`config.mk`:
```
export PLATFORM = sky130hd
export DESIGN_NAME = approx_mul_pipe
export DESIGN_NICKNAME = d
export VERILOG_FILES = /design/src/rtl/approx_mul_pipe.sv
export SDC_FILE = /design/constraint.sdc
export NUM_CORES = 1
export LEC_CHECK = 0
export CORE_ASPECT_RATIO = 0.9
export CORE_UTILIZATION = 55
export DETAILED_ROUTE_END_ITERATION = 16
export DONT_BUFFER_PORTS = 1
export PLACE_DENSITY = 0.73
export SYNTH_ARGS = -nofsm -noshare
export SYNTH_HDL_FRONTEND = slang
export SYNTH_SLANG_ARGS = --single-unit
```
`constraint.sdc`:
```
create_clock -name clk -period 4.2 [get_ports clk]
set_input_delay 0.42 -clock clk [delete_from_list [all_inputs] [get_ports clk]]
set_output_delay 0.42 -clock clk [all_outputs]
set_load 0.1 [all_outputs]
```
`src/rtl/approx_mul_pipe.sv`:
```
// Pipelined unsigned N x N multiplier with per-transaction exact / approximate (truncated, OR-compressed low rows) mode.
// Latency: PIPE cycles from input handshake to out_valid; one transaction per cycle when unstalled.
// Backpressure: global stall, in_ready = !out_valid | out_ready; every stage (bubbles included) holds while stalled.
// Optional macro APPROX_MUL_COMP_EN adds a 2^(L-1) rounding bias to approximate results.
module approx_mul_pipe #(
  parameter int N     = 8,
  parameter int L     = 6,
  parameter int PIPE  = 2,
  parameter int CNT_W = 16
) (
  input  logic             clk,
  input  logic             rst,
  input  logic             in_valid,
  output logic             in_ready,
  input  logic [N-1:0]     x,
  input  logic [N-1:0]     y,
  input  logic             approx_en,
  output logic             out_valid,
  input  logic             out_ready,
  output logic [2*N-1:0]   z,
  output logic             out_approx,
  output logic [CNT_W-1:0] approx_cnt
);

  localparam int W = 2 * N;

  // Columns at or above L survive truncation.
  localparam logic [W-1:0] KEEP = {W{1'b1}} << L;
  localparam logic [CNT_W-1:0] CNT_MAX = {CNT_W{1'b1}};

`ifdef APPROX_MUL_COMP_EN
  // 2^(L-1), collapsing to zero when L = 0.
  localparam logic [W-1:0] ONE  = {{(W-1){1'b0}}, 1'b1};
  localparam logic [W-1:0] BIAS = (ONE << L) >> 1;
`endif

  logic [W-1:0] x_w;
  logic [W-1:0] y_w;
  logic [W-1:0] x_hi;
  logic [W-1:0] exact_p;
  logic [W-1:0] upper;
  logic [W-1:0] pair_sum;
  logic [W-1:0] odd_row;
  logic [W-1:0] approx_p;
  logic [W-1:0] prod;
  logic [W-1:0] row_a;
  logic [W-1:0] row_b;
  logic [N-1:0] x_sh;

  logic         stg_vld [PIPE];
  logic [W-1:0] stg_z   [PIPE];
  logic         stg_apx [PIPE];

  assign x_w  = {{N{1'b0}}, x};
  assign y_w  = {{N{1'b0}}, y};

  // Rows at or above L are exact: y times the upper multiplier bits, realigned.
  assign x_hi    = x_w >> L;
  assign upper   = (y_w * x_hi) << L;
  assign exact_p = x_w * y_w;

  // Low rows are taken in pairs; each pair contributes the OR of its two rows, truncated below L.
  always_comb begin
    pair_sum = '0;
    row_a    = '0;
    row_b    = '0;
    x_sh     = '0;
    for (int k = 0; k < L / 2; k++) begin
      x_sh     = x >> (2 * k);
      row_a    = x_sh[0] ? (y_w << (2 * k))     : '0;
      row_b    = x_sh[1] ? (y_w << (2 * k + 1)) : '0;
      pair_sum = pair_sum + ((row_a | row_b) & KEEP);
    end
  end

  // With odd L the top low row has no partner and is added as-is (still truncated).
  if ((L % 2) == 1) begin : g_odd
    assign odd_row = x[L-1] ? ((y_w << (L - 1)) & KEEP) : '0;
  end else begin : g_even
    assign odd_row = '0;
  end

`ifdef APPROX_MUL_COMP_EN
  assign approx_p = upper + pair_sum + odd_row + BIAS;
`else
  assign approx_p = upper + pair_sum + odd_row;
`endif

  assign prod = approx_en ? approx_p : exact_p;

  // Stall whenever a held result is not being taken.
  assign in_ready   = !out_valid | out_ready;
  assign out_valid  = stg_vld[PIPE-1];
  assign z          = stg_z[PIPE-1];
  assign out_approx = stg_apx[PIPE-1];

  // First stage captures the finished product and its mode; a bubble when in_valid is low.
  always_ff @(posedge clk) begin
    if (rst) begin
      stg_vld[0] <= 1'b0;
      stg_z[0]   <= '0;
      stg_apx[0] <= 1'b0;
    end else if (in_ready) begin
      stg_vld[0] <= in_valid;
      stg_z[0]   <= prod;
      stg_apx[0] <= approx_en;
    end
  end

  for (genvar g = 1; g < PIPE; g++) begin : g_stage
    // Later stages shift forward together with the first one on every unstalled cycle.
    always_ff @(posedge clk) begin
      if (rst) begin
        stg_vld[g] <= 1'b0;
        stg_z[g]   <= '0;
        stg_apx[g] <= 1'b0;
      end else if (in_ready) begin
        stg_vld[g] <= stg_vld[g-1];
        stg_z[g]   <= stg_z[g-1];
        stg_apx[g] <= stg_apx[g-1];
      end
    end
  end

  // Count delivered approximate results, sticking at the top value.
  always_ff @(posedge clk) begin
    if (rst) begin
      approx_cnt <= '0;
    end else if (out_valid && out_ready && out_approx && (approx_cnt != CNT_MAX)) begin
      approx_cnt <= approx_cnt + 1'b1;
    end
  end

endmodule

```
== Word level (Yosys, flattened, before mapping) ==
Memory sizes are Yosys's and may differ from the RTL's.
Cells that the tools add are included.
Word-level totals
  output and inout bits: 35
  RAM bits: 36
  memories: 3
  register bits: 16
Memories
  stg_z: words 2, width 16, read ports 2, clocked after Yosys merged registers in 0, write ports 2, RTL line 51  | logic [W-1:0] stg_z [PIPE];
  stg_apx: words 2, width 1, read ports 2, clocked after Yosys merged registers in 0, write ports 2, RTL line 52  | logic stg_apx [PIPE];
  stg_vld: words 2, width 1, read ports 2, clocked after Yosys merged registers in 0, write ports 2, RTL line 50  | logic stg_vld [PIPE];
Operators by class
  reduce and logical (&&, ||, !) cells: 4
  eq/ne operators: 1
  mux-type cells: 18
  multiply operators: 2
  add/subtract/negate cells: 4
  bitwise logic cells: 10
Operators with widths (number)
  $mux W16: 3
  $add A16 B1 Y16 const B: 1
  $add A16 B14 Y16: 1
  $mul A8 B8 Y16: 1
  $ne A16 B16 Y1 const B: 1
  $add A12 B13 Y14: 1
  $mux W13: 1
  $or A12 B13 Y13: 1
  $add A9 B11 Y12: 1
  $mux W12: 1
  $mux W11: 1
  $or A10 B11 Y11: 1
  $mul A8 B2 Y10: 1
  $mux W10: 1
  $mux W1: 9
  $mux W9: 1
  $or A8 B9 Y9: 1
  $mux W8: 1
  $or A1 B1 Y1: 7
  $logic_and A1 B1 Y1: 3
  $logic_not A1 Y1: 1

== Logic depth before layout (Yosys ltp) ==
Gate-level depths: netlist (run 1).
  depth after elaboration: 7
  depth in mapped cells: 18
  mapped depth without buffers: 18

== Worst setup path before layout (run 1) ==
OpenSTA, ideal clock, no wires.
  path kind: input-to-reg
  from: in x[5]
  to: mem stg_z[0][14] in the netlist's numbering (data pin)
  buffers on the path: 1
  library setup time: 268 ps
  setup slack: -164 ps
  arrival: 4096 ps
  stages on the path: 16
  cell sequence: clkbuf_1 > nand2_1 > fa_1 > inv_1 > fa_1 > inv_1 > fa_1 > fa_1 > inv_1 > ha_1 > a211o_1 > o22a_1 > o21ai_0 > o21ai_0 > nand2_1 > o211ai_1
RTL lines
  start: declaration: RTL line 15  | input logic [N-1:0] x,
  end: declaration: RTL line 51

==> results of run 1 <==
through the flow:
stage	area (um2)	total power [mW]	util	setup WS [ns]	instances
floorplan	5310	1.74	-	0.0152	552
global placement	5600	2.00	0.609	-0.0542	691
detailed placement	5600	2.03	0.609	-0.141	691
CTS	5730	2.41	0.622	0.176	699
global route	5730	2.58	0.622	0.0396	699
finish	5730	2.40	0.622	0.195	699
how the worst min path moves through the flow:
| stage | startpoint | to | slack [ns] | cells past startpoint |
|---|---|---|---|---|
| 2_1_floorplan | stg_apx[0] | stg_apx[1] | 0.50 | 1 |
| 3_3_place_gp | rst | approx_cnt[8] | 0.49 | 1 |
| 3_5_place_dp | rst | approx_cnt[0] | 0.50 | 1 |
| 4_1_cts | rst | approx_cnt[0] | 0.17 | 1 |
| 5_1_grt | rst | approx_cnt[6] | 0.16 | 1 |
| 6_report | rst | approx_cnt[6] | 0.18 | 1 |
state kept, by name, summed over array words and instances (netlist names):
name and cells:
stg_z 32, stg_vld 2, stg_apx 2, approx_cnt 16
per-layer routing:
| metal | wire length [um] | GRT usage | vias up |
|---|---|---|---|
| li1 | - | - | 1855 |
| met1 | 5030 | 0.301 | 1786 |
| met2 | 4550 | 0.350 | 93 |
| met3 | 490 | 0.0331 | 8 |
| met4 | 94 | 0.0458 | 0 |
| met5 | 0 | 0 | - |
Yosys cell counts, drive strengths merged, types with 2 or more instances:
library cell	n	area, um2
dfxtp	16	320
o2111ai	4	35.0
o31a	2	17.5
edfxtp	36	1080
mux2i	2	20.0
nor3	8	40.0
o21ai	13	65.1
o21a	8	60.1
o41ai	2	17.5
a21o	2	15.0
and2	68	429
and3	7	48.8
or2	6	37.5
nand3b	2	15.0
nand4	7	43.8
ha	65	813
inv	93	349
nor2	32	120
a21oi	19	95.1
nand2b	5	31.3
fa	45	901
a31oi	5	46.3
o21bai	4	30.0
a211oi	4	30.0
nand3	9	45.0
nor2b	5	31.3
clkbuf	8	40.0
xor2	13	114
xnor2	18	158
and4	3	27.5
nand2	33	126
placed cells by master, fill, tap and decap left out, drive strengths merged, types with 3 or more instances in the layout:
cell     netlist  final
fa            45     45
nand3          9      9
buf            0     25
nand2         33     33
xnor2         18     18
o2111ai        4      4
a31oi          5      5
ha            65     65
nor3           8      8
inv           93     93
edfxtp        36     36
and2          68     68
nand2b         5      5
nor2          32     32
and3           7      7
xor2          13     13
nand4          7      7
o21ai         13     13
nor2b          5      5
a211oi         4      4
or2            6      6
o21a           8      8
and4           3      3
o21bai         4      4
a21oi         19     19
clkbuf         8      7
dfxtp         16     16
final cells by class:
| cell class | instances | area share |
|---|---|---|
| repair buffers | 25 | 0.0328 |
| well taps | 122 | 0.0266 |
| inverters | 93 | 0.0609 |
| clock buffers | 7 | 0.0170 |
| multi-input cells | 399 | 0.613 |
| clock inverters | 1 | 0.00524 |
| flip-flops and latches | 52 | 0.245 |
logic make-up after synthesis:
group,count (synthesis)
compound gates,69
buf+inv,101
mux,2
fa+ha+maj,110
xor+xnor,31
simple gates,187
flops,52
power by group through the flow:
stage / Sequential [mW] / Clock (mW) / Combinational [mW]
2_1_floorplan: 0.829 / 0 / 0.911
3_3_place_gp: 0.825 / 0 / 1.17
3_5_place_dp: 0.828 / 0 / 1.20
4_1_cts: 0.817 / 0.376 / 1.22
5_1_grt: 0.821 / 0.395 / 1.37
6_report: 0.816 / 0.370 / 1.21
==> reports/qor_table.md, run 1 <==
| Quantity | This run |
|---|---|
| Die ar. | 0.00998 mm2 |
| Number of violations of the max-capacitance limit | 0 |
| Total number of cells along the worst setup path | 14 |
| Synth Register Bits | 52 |
| Destination of the critical timing path | stg_z[0][12] |
| Starting Density | 0.573 |
| Gpl congestion | 0.867 |
| EDFF count, synth | 36 |
| Clock Skew | 0.0111 ns |
| # diodes | 0 |
| Series of cell instances along the critical path | and2_1, fa_1, fa_1, inv_1, fa_1, fa_1, inv_1, ha_4, a211o_1, o22a_1, o2111ai_1, a21oi_1, o21bai_1, a21oi_1 |
| Syn_nets | 683 |
| Total clock buffers created by CTS | 5 |
| Largest delay share family, worst path | adder cells |
| Type of origin of the critical path | input pin |
| Status | finished, final reports clean |
| TritonCTS clock tree | yes |
| Final min period | 4.00 ns |
| Simple-gate portion of the synthesized area | 0.192 |
| First-pass iteration count of the detailed router | 4 |
| Clock tree buffer depth | 2 |
| Synth Warn # | 0 |
| Slew headroom | 0.242 |
| Number of setup violations in the final report | 0 |
| Instance count of the mapped netlist | 552 |
| Number of distinct standard cells referenced by the synthesized netlist | 47 |
| Share of total power consumed by net switching | 0.411 |
| Pin count of the biggest net entering global routing | 37 |
| Register area share after synthesis | 0.266 |
| Req. time, crit path | 4.23 ns |
| Number of hold buffers added after cts | 0 |
| Most used cell, CP | fa_1 |
| Post_cts resized | 0 |
| Final max-slew violation count | 0 |
| Layout cell share with drive strength beyond 1 | 0.0832 |
| Pwr/cell area | 418 mW/mm2 |
| Maximum vdd drop | 0.234 mV |
| Total area of multi-input combinational cells | 0.00351 mm2 |
| Register area | 0.00140 mm2 |
| Vertical extent of the die | 94.9 um |
| Root buf cell | clkbuf_8 |
| Clock-pin slew of the registers on the worst-case setup and hold paths | 0.09 ns |
| Antenna Violating Nets Remaining | 0 |
| Area of the placeable core | 0.00921 mm2 |
| Drt wl/cell | 14.6 um |
| Multiplexer fraction of the synthesized cell area | 0.00380 |
| Ys async rst share | 0 |
| Std-Cell Rows | 33 |
| Sum of buffers and inverters on the critical path | 2 |
| Die Wd | 105 um |
| Worst hold slack across all endpoints | 0.177 ns |
| Class of the most critical setup path | input pin to flip-flop |
| DRC marker count from the first detailed-route iteration | 117 |
| Sequential fraction of design power | 0.340 |
| Least-Margin Pin Slew | 1.14 ns |
| Flop-to-flop setup slack | 1.86 ns |
| Switching power total | 0.985 mW |
| Synth Flop Type | edfxtp_1 |
| Min-Delay Path Class | input pin to flip-flop |
| Share of the synthesized netlist area taken by xor and xnor gates | 0.0515 |
| Setup TNS | 0 ns |
| Total I/O pin count | 56 |
| Post-route DRC | 0 |
| Port Buffers | 0 |
| Register-to-Register Path Depth | 6 |
| Setup bufs post-CTS | 0 |
| Number of antenna violations at the first check in global routing | 0 |
| Vias in the first global route | 3649 |
| Arithmetic-cell share of the synthesized area counting full adders, half adders and majority gates | 0.325 |
| Net count, final | 707 |
| Proportion of power drawn by the clock network | 0.154 |
| Global-route wire length before repair | 17000 um |
| Synthesized area | 0.00527 mm2 |
| Largest family of logic cells by synthesized area | adder cells |
| Final Hold Vio Count | 0 |
| Depth of the CTS H-tree | 2 |
| Crit end category | flip-flop |
| Fraction of the cycle the final worst path needs | 0.953 |
| Timing-limited maximum frequency | 250 MHz |
| Leftover overflow at the end of global routing | 0 |
| Area added between synthesis and finish | 8.66% |
| Detailed-route vias per instance | 5.35 |
| CP max stage delay | 0.56 ns |
| Capture point of the worst reg-to-reg path | approx_cnt[13] |
| Top fanout value on the critical path | 8 |
| Number of clock sinks | 52 |
| Data arrival time at the worst-slack endpoint | 4.04 ns |
| Slowest stage cell on the critical path | fa_1 |
| Setup repair after global routing missed its margin | no |
| DP HPWL | 8510 um |
| Lkg Pwr | 2.76 nW |
| Clock latency at the later pin of the worst-skew pair | 0.30 ns |
| Internal | 1.41 mW |
| Overall track demand over capacity in global routing | 0.214 |
| Area fraction in compound gates after synthesis | 0.0878 |
| Average footprint of a synthesized cell | 9.55 um2 |
| Final wirelength | 10200 um |
| Fillcell total | 776 |
| Comb pwr share | 0.505 |
| Startpoint of the most critical setup path | x[2] |
| Reg-to-reg critical path startpoint | stg_apx[1] |
| Total via count after detailed routing | 3742 |
Power figures use the tool's default switching activity.
==> run 2, diff against run 1 <==
--- a/config.mk
+++ b/config.mk
@@ -9,7 +9,7 @@
 export CORE_UTILIZATION = 55
 export DETAILED_ROUTE_END_ITERATION = 16
 export DONT_BUFFER_PORTS = 1
-export PLACE_DENSITY = 0.73
+export PLACE_DENSITY_LB_ADDON = 0.2
 export SYNTH_ARGS = -nofsm -noshare
 export SYNTH_HDL_FRONTEND = slang
 export SYNTH_SLANG_ARGS = --single-unit
==> constraint.sdc (replaced) <==
create_clock -name clk -period 4.2 [get_ports clk]
set_input_delay 0.42 -clock clk [delete_from_list [all_inputs] [get_ports clk]]
set_output_delay 0.42 -clock clk [all_outputs]
set_load 0.02 [all_outputs]
==> run 2 against run 1 <==
Effect of this change:
- total power shrank 8.2%
- via count decreased by 2.9%
- worst hold slack got worse by 0.0042 ns
- first-iteration DRC count is 9.4% higher
- clock power decreased by 11%
- cell count shrank 2.4%
- sequential power decreased by 17%
- die area unchanged
- critical endpoint unchanged
- design area decreased by 2.6%
==> reports/qor_table.md, run 2 (synthesis results as in run 1) <==
| Quantity | This run | Delta |
|---|---|---|
| Reg with most FFs | stg_z |  |
| Number of antenna violations at the first check in global routing | 0 | unchanged |
| Root buf cell | clkbuf_8 |  |
| Largest regs | stg_z: 32 flops, approx_cnt: 16 flops |  |
| Destination of the critical timing path | stg_z[0][12] |  |
| Slew headroom | 0.483 | +0.242 |
| Post-route DRC | 0 | unchanged |
| Setup repair after global routing missed its margin | no |  |
| Clock tree buffer depth | 2 | unchanged |
| Starting Density | 0.573 | unchanged |
| Number of clock sinks | 52 | unchanged |
| Pin count of the biggest net entering global routing | 37 | unchanged |
| Maximum vdd drop | 0.221 mV | -5.8% |
| Gpl congestion | 0.860 | -0.84% |
| DP HPWL | 8600 um | +1.1% |
| Post-route core utilization | 0.606 | -0.0160 |
| Amount of wire on met2 after detailed routing | 4650 um | +2.2% |
| Total I/O pin count | 56 | unchanged |
| Highest-count cells in the layout ignoring fill and taps | inv_1 (93), and2_1 (66), ha_1 (63) |  |
| Number of setup violations in the final report | 0 | unchanged |
| Crit end category | flip-flop |  |
| Commonest non-fill, non-tap cell in the layout | inv_1 |  |
| Port Buffers | 0 | unchanged |
| Leftover overflow at the end of global routing | 0 | unchanged |
| Internal | 1.36 mW | -3.6% |
| Area added between synthesis and finish | 5.86% |  |
| Number of violations of the max-capacitance limit | 0 | unchanged |
| Final max-slew violation count | 0 | unchanged |
| Antenna Violating Nets Remaining | 0 | unchanged |
| Timing-limited maximum frequency | 248 MHz | -0.66% |
| # diodes | 0 | unchanged |
| Proportion of power drawn by the clock network | 0.150 | -0.004 |
| Met3 wire length | 537 um | +9.6% |
| Number of hold buffers added after cts | 0 | unchanged |
| DRC marker count from the first detailed-route iteration | 128 | +9.4% |
| Overall track demand over capacity in global routing | 0.215 | +0.000964 |
| First-pass iteration count of the detailed router | 4 | unchanged |
| Drt wl/cell | 15.2 um | +4.4% |
| Reg-to-reg critical path startpoint | approx_cnt[0] |  |
| Status | finished, final reports clean |  |
| Share of total power consumed by net switching | 0.381 | -0.0299 |
| Top fanout value on the critical path | 8 | unchanged |
| Layout cell share with drive strength beyond 1 | 0.0554 | -0.0278 |
| Min-Delay Path Class | input pin to flip-flop |  |
| Clock latency at the later pin of the worst-skew pair | 0.30 ns | about the same |
| Pwr/cell area | 394 mW/mm2 | -5.8% |
| Net count, final | 690 | -2.4% |
| Sequential fraction of design power | 0.307 | -0.033 |
| Final wirelength | 10400 um | +1.9% |
| Least-Margin Pin Slew | 0.775 ns | -0.361 ns |
| TritonCTS clock tree | yes |  |
| Flip-flop count of the largest register, all copies and words added | 32 | unchanged |
| Startpoint of the most critical setup path | x[2] |  |
| Capture point of the worst reg-to-reg path | approx_cnt[8] |  |
| Clock-pin slew of the registers on the worst-case setup and hold paths | 0.10 ns | about the same |
| Area of the placeable core | 0.00921 mm2 | unchanged |
| Lkg Pwr | 2.66 nW | -3.6% |
| Final instance area | 0.00558 mm2 | -2.6% |
| Type of origin of the critical path | input pin |  |
| Die Wd | 105 um | unchanged |
| Total via count after detailed routing | 3633 | -2.9% |
| Comb pwr share | 0.543 | +0.038 |
| Total clock buffers created by CTS | 5 | unchanged |
| Std-Cell Rows | 33 | unchanged |
| Switching power total | 0.838 mW | -15% |
| Req. time, crit path | 4.24 ns | about the same |
| Data arrival time at the worst-slack endpoint | 4.07 ns | +0.03 ns |
| Class of the most critical setup path | input pin to flip-flop |  |
| Setup TNS | 0 ns | unchanged |
| Vertical extent of the die | 94.9 um | unchanged |
| Uppermost metal layer occupied by signal nets | met4 |  |
| Metal-1 WL | 5060 um | +0.56% |
| Setup bufs post-CTS | 0 | unchanged |
| Detailed-route vias per instance | 5.33 | -0.49% |
| Vias in the first global route | 3553 | -2.6% |
| Fraction of the cycle the final worst path needs | 0.960 | +0.00636 |
| Flop-to-flop setup slack | 2.08 ns | +0.22 ns |
| Depth of the CTS H-tree | 2 | unchanged |
| Register-to-Register Path Depth | 7 | +1 |
| Global-route wire length before repair | 17000 um | about the same |
| Worst hold slack across all endpoints | 0.173 ns | -0.00421 ns |
| Area after detailed placement | 0.00548 mm2 | -2.3% |
| Final min period | 4.03 ns | +0.0267 ns |
| Final Hold Vio Count | 0 | unchanged |
| Post_cts resized | 0 | unchanged |
| Clock Skew | 0.0139 ns | +0.00276 ns |
| Die ar. | 0.00998 mm2 | unchanged |
==> run 2: routing by layer <==
metal / track usage / up-vias
met4: 0.0563 / 0
met2: 0.349 / 91
met3: 0.0414 / 9
met1: 0.296 / 1707
met5: 0 / -
li1: - / 1826
==> run 2: worst min path at each step <==
stage	startpoint	endpoint	depth (start not counted)
floorplan	stg_apx[0]	stg_apx[1]	1
global placement	rst	approx_cnt[8]	1
detailed placement	rst	approx_cnt[9]	1
CTS	rst	approx_cnt[7]	1
global route	rst	approx_cnt[3]	1
finish	rst	approx_cnt[1]	1
==> run 2: stage by stage <==
stage,instances,power [mW],worst slack [ns]
2_1_floorplan,552,1.59,0.0152
3_3_place_gp,674,1.84,-0.0515
3_5_place_dp,674,1.87,-0.117
4_1_cts,682,2.21,0.179
5_1_grt,682,2.40,0.0212
6_report,682,2.20,0.169
==> run 2: critical path: stages <==
cell and delay [ns]:
and2_1 0.16, fa_1 0.50, fa_1 0.55, inv_1 0.05, fa_1 0.48, fa_1 0.55
inv_1 0.07, ha_4 0.24, a211o_1 0.33, o22a_1 0.23, o2111ai_1 0.14, a21oi_1 0.11
o21bai_1 0.15, a21oi_1 0.09
==> run 2: area by class of cell <==
type,count,area (um2)
sequential,52,1400
inverter,93,349
multi-input combinational,399,3510
clock inverter,2,35.0
tap,122,153
timing repair buffer,8,60.1
clock buffer,6,72.6
fill,809,3620
==> run 2: power by group through the flow <==
stage | clock [mW] | sequential (mW) | combinational, mW
floorplan | 0 | 0.683 | 0.908
global placement | 0 | 0.686 | 1.15
detailed placement | 0 | 0.689 | 1.18
CTS | 0.337 | 0.677 | 1.20
global route | 0.356 | 0.683 | 1.36
finish | 0.330 | 0.676 | 1.19
==> run 3, diff against run 2 <==
--- a/config.mk
+++ b/config.mk
@@ -10,6 +10,7 @@
 export DETAILED_ROUTE_END_ITERATION = 16
 export DONT_BUFFER_PORTS = 1
 export PLACE_DENSITY_LB_ADDON = 0.2
+export SKIP_LAST_GASP = 1
 export SYNTH_ARGS = -nofsm -noshare
 export SYNTH_HDL_FRONTEND = slang
 export SYNTH_SLANG_ARGS = --single-unit
==> results of run 3 <==
Final layout, timing and power as in run 2 (identical DEF).
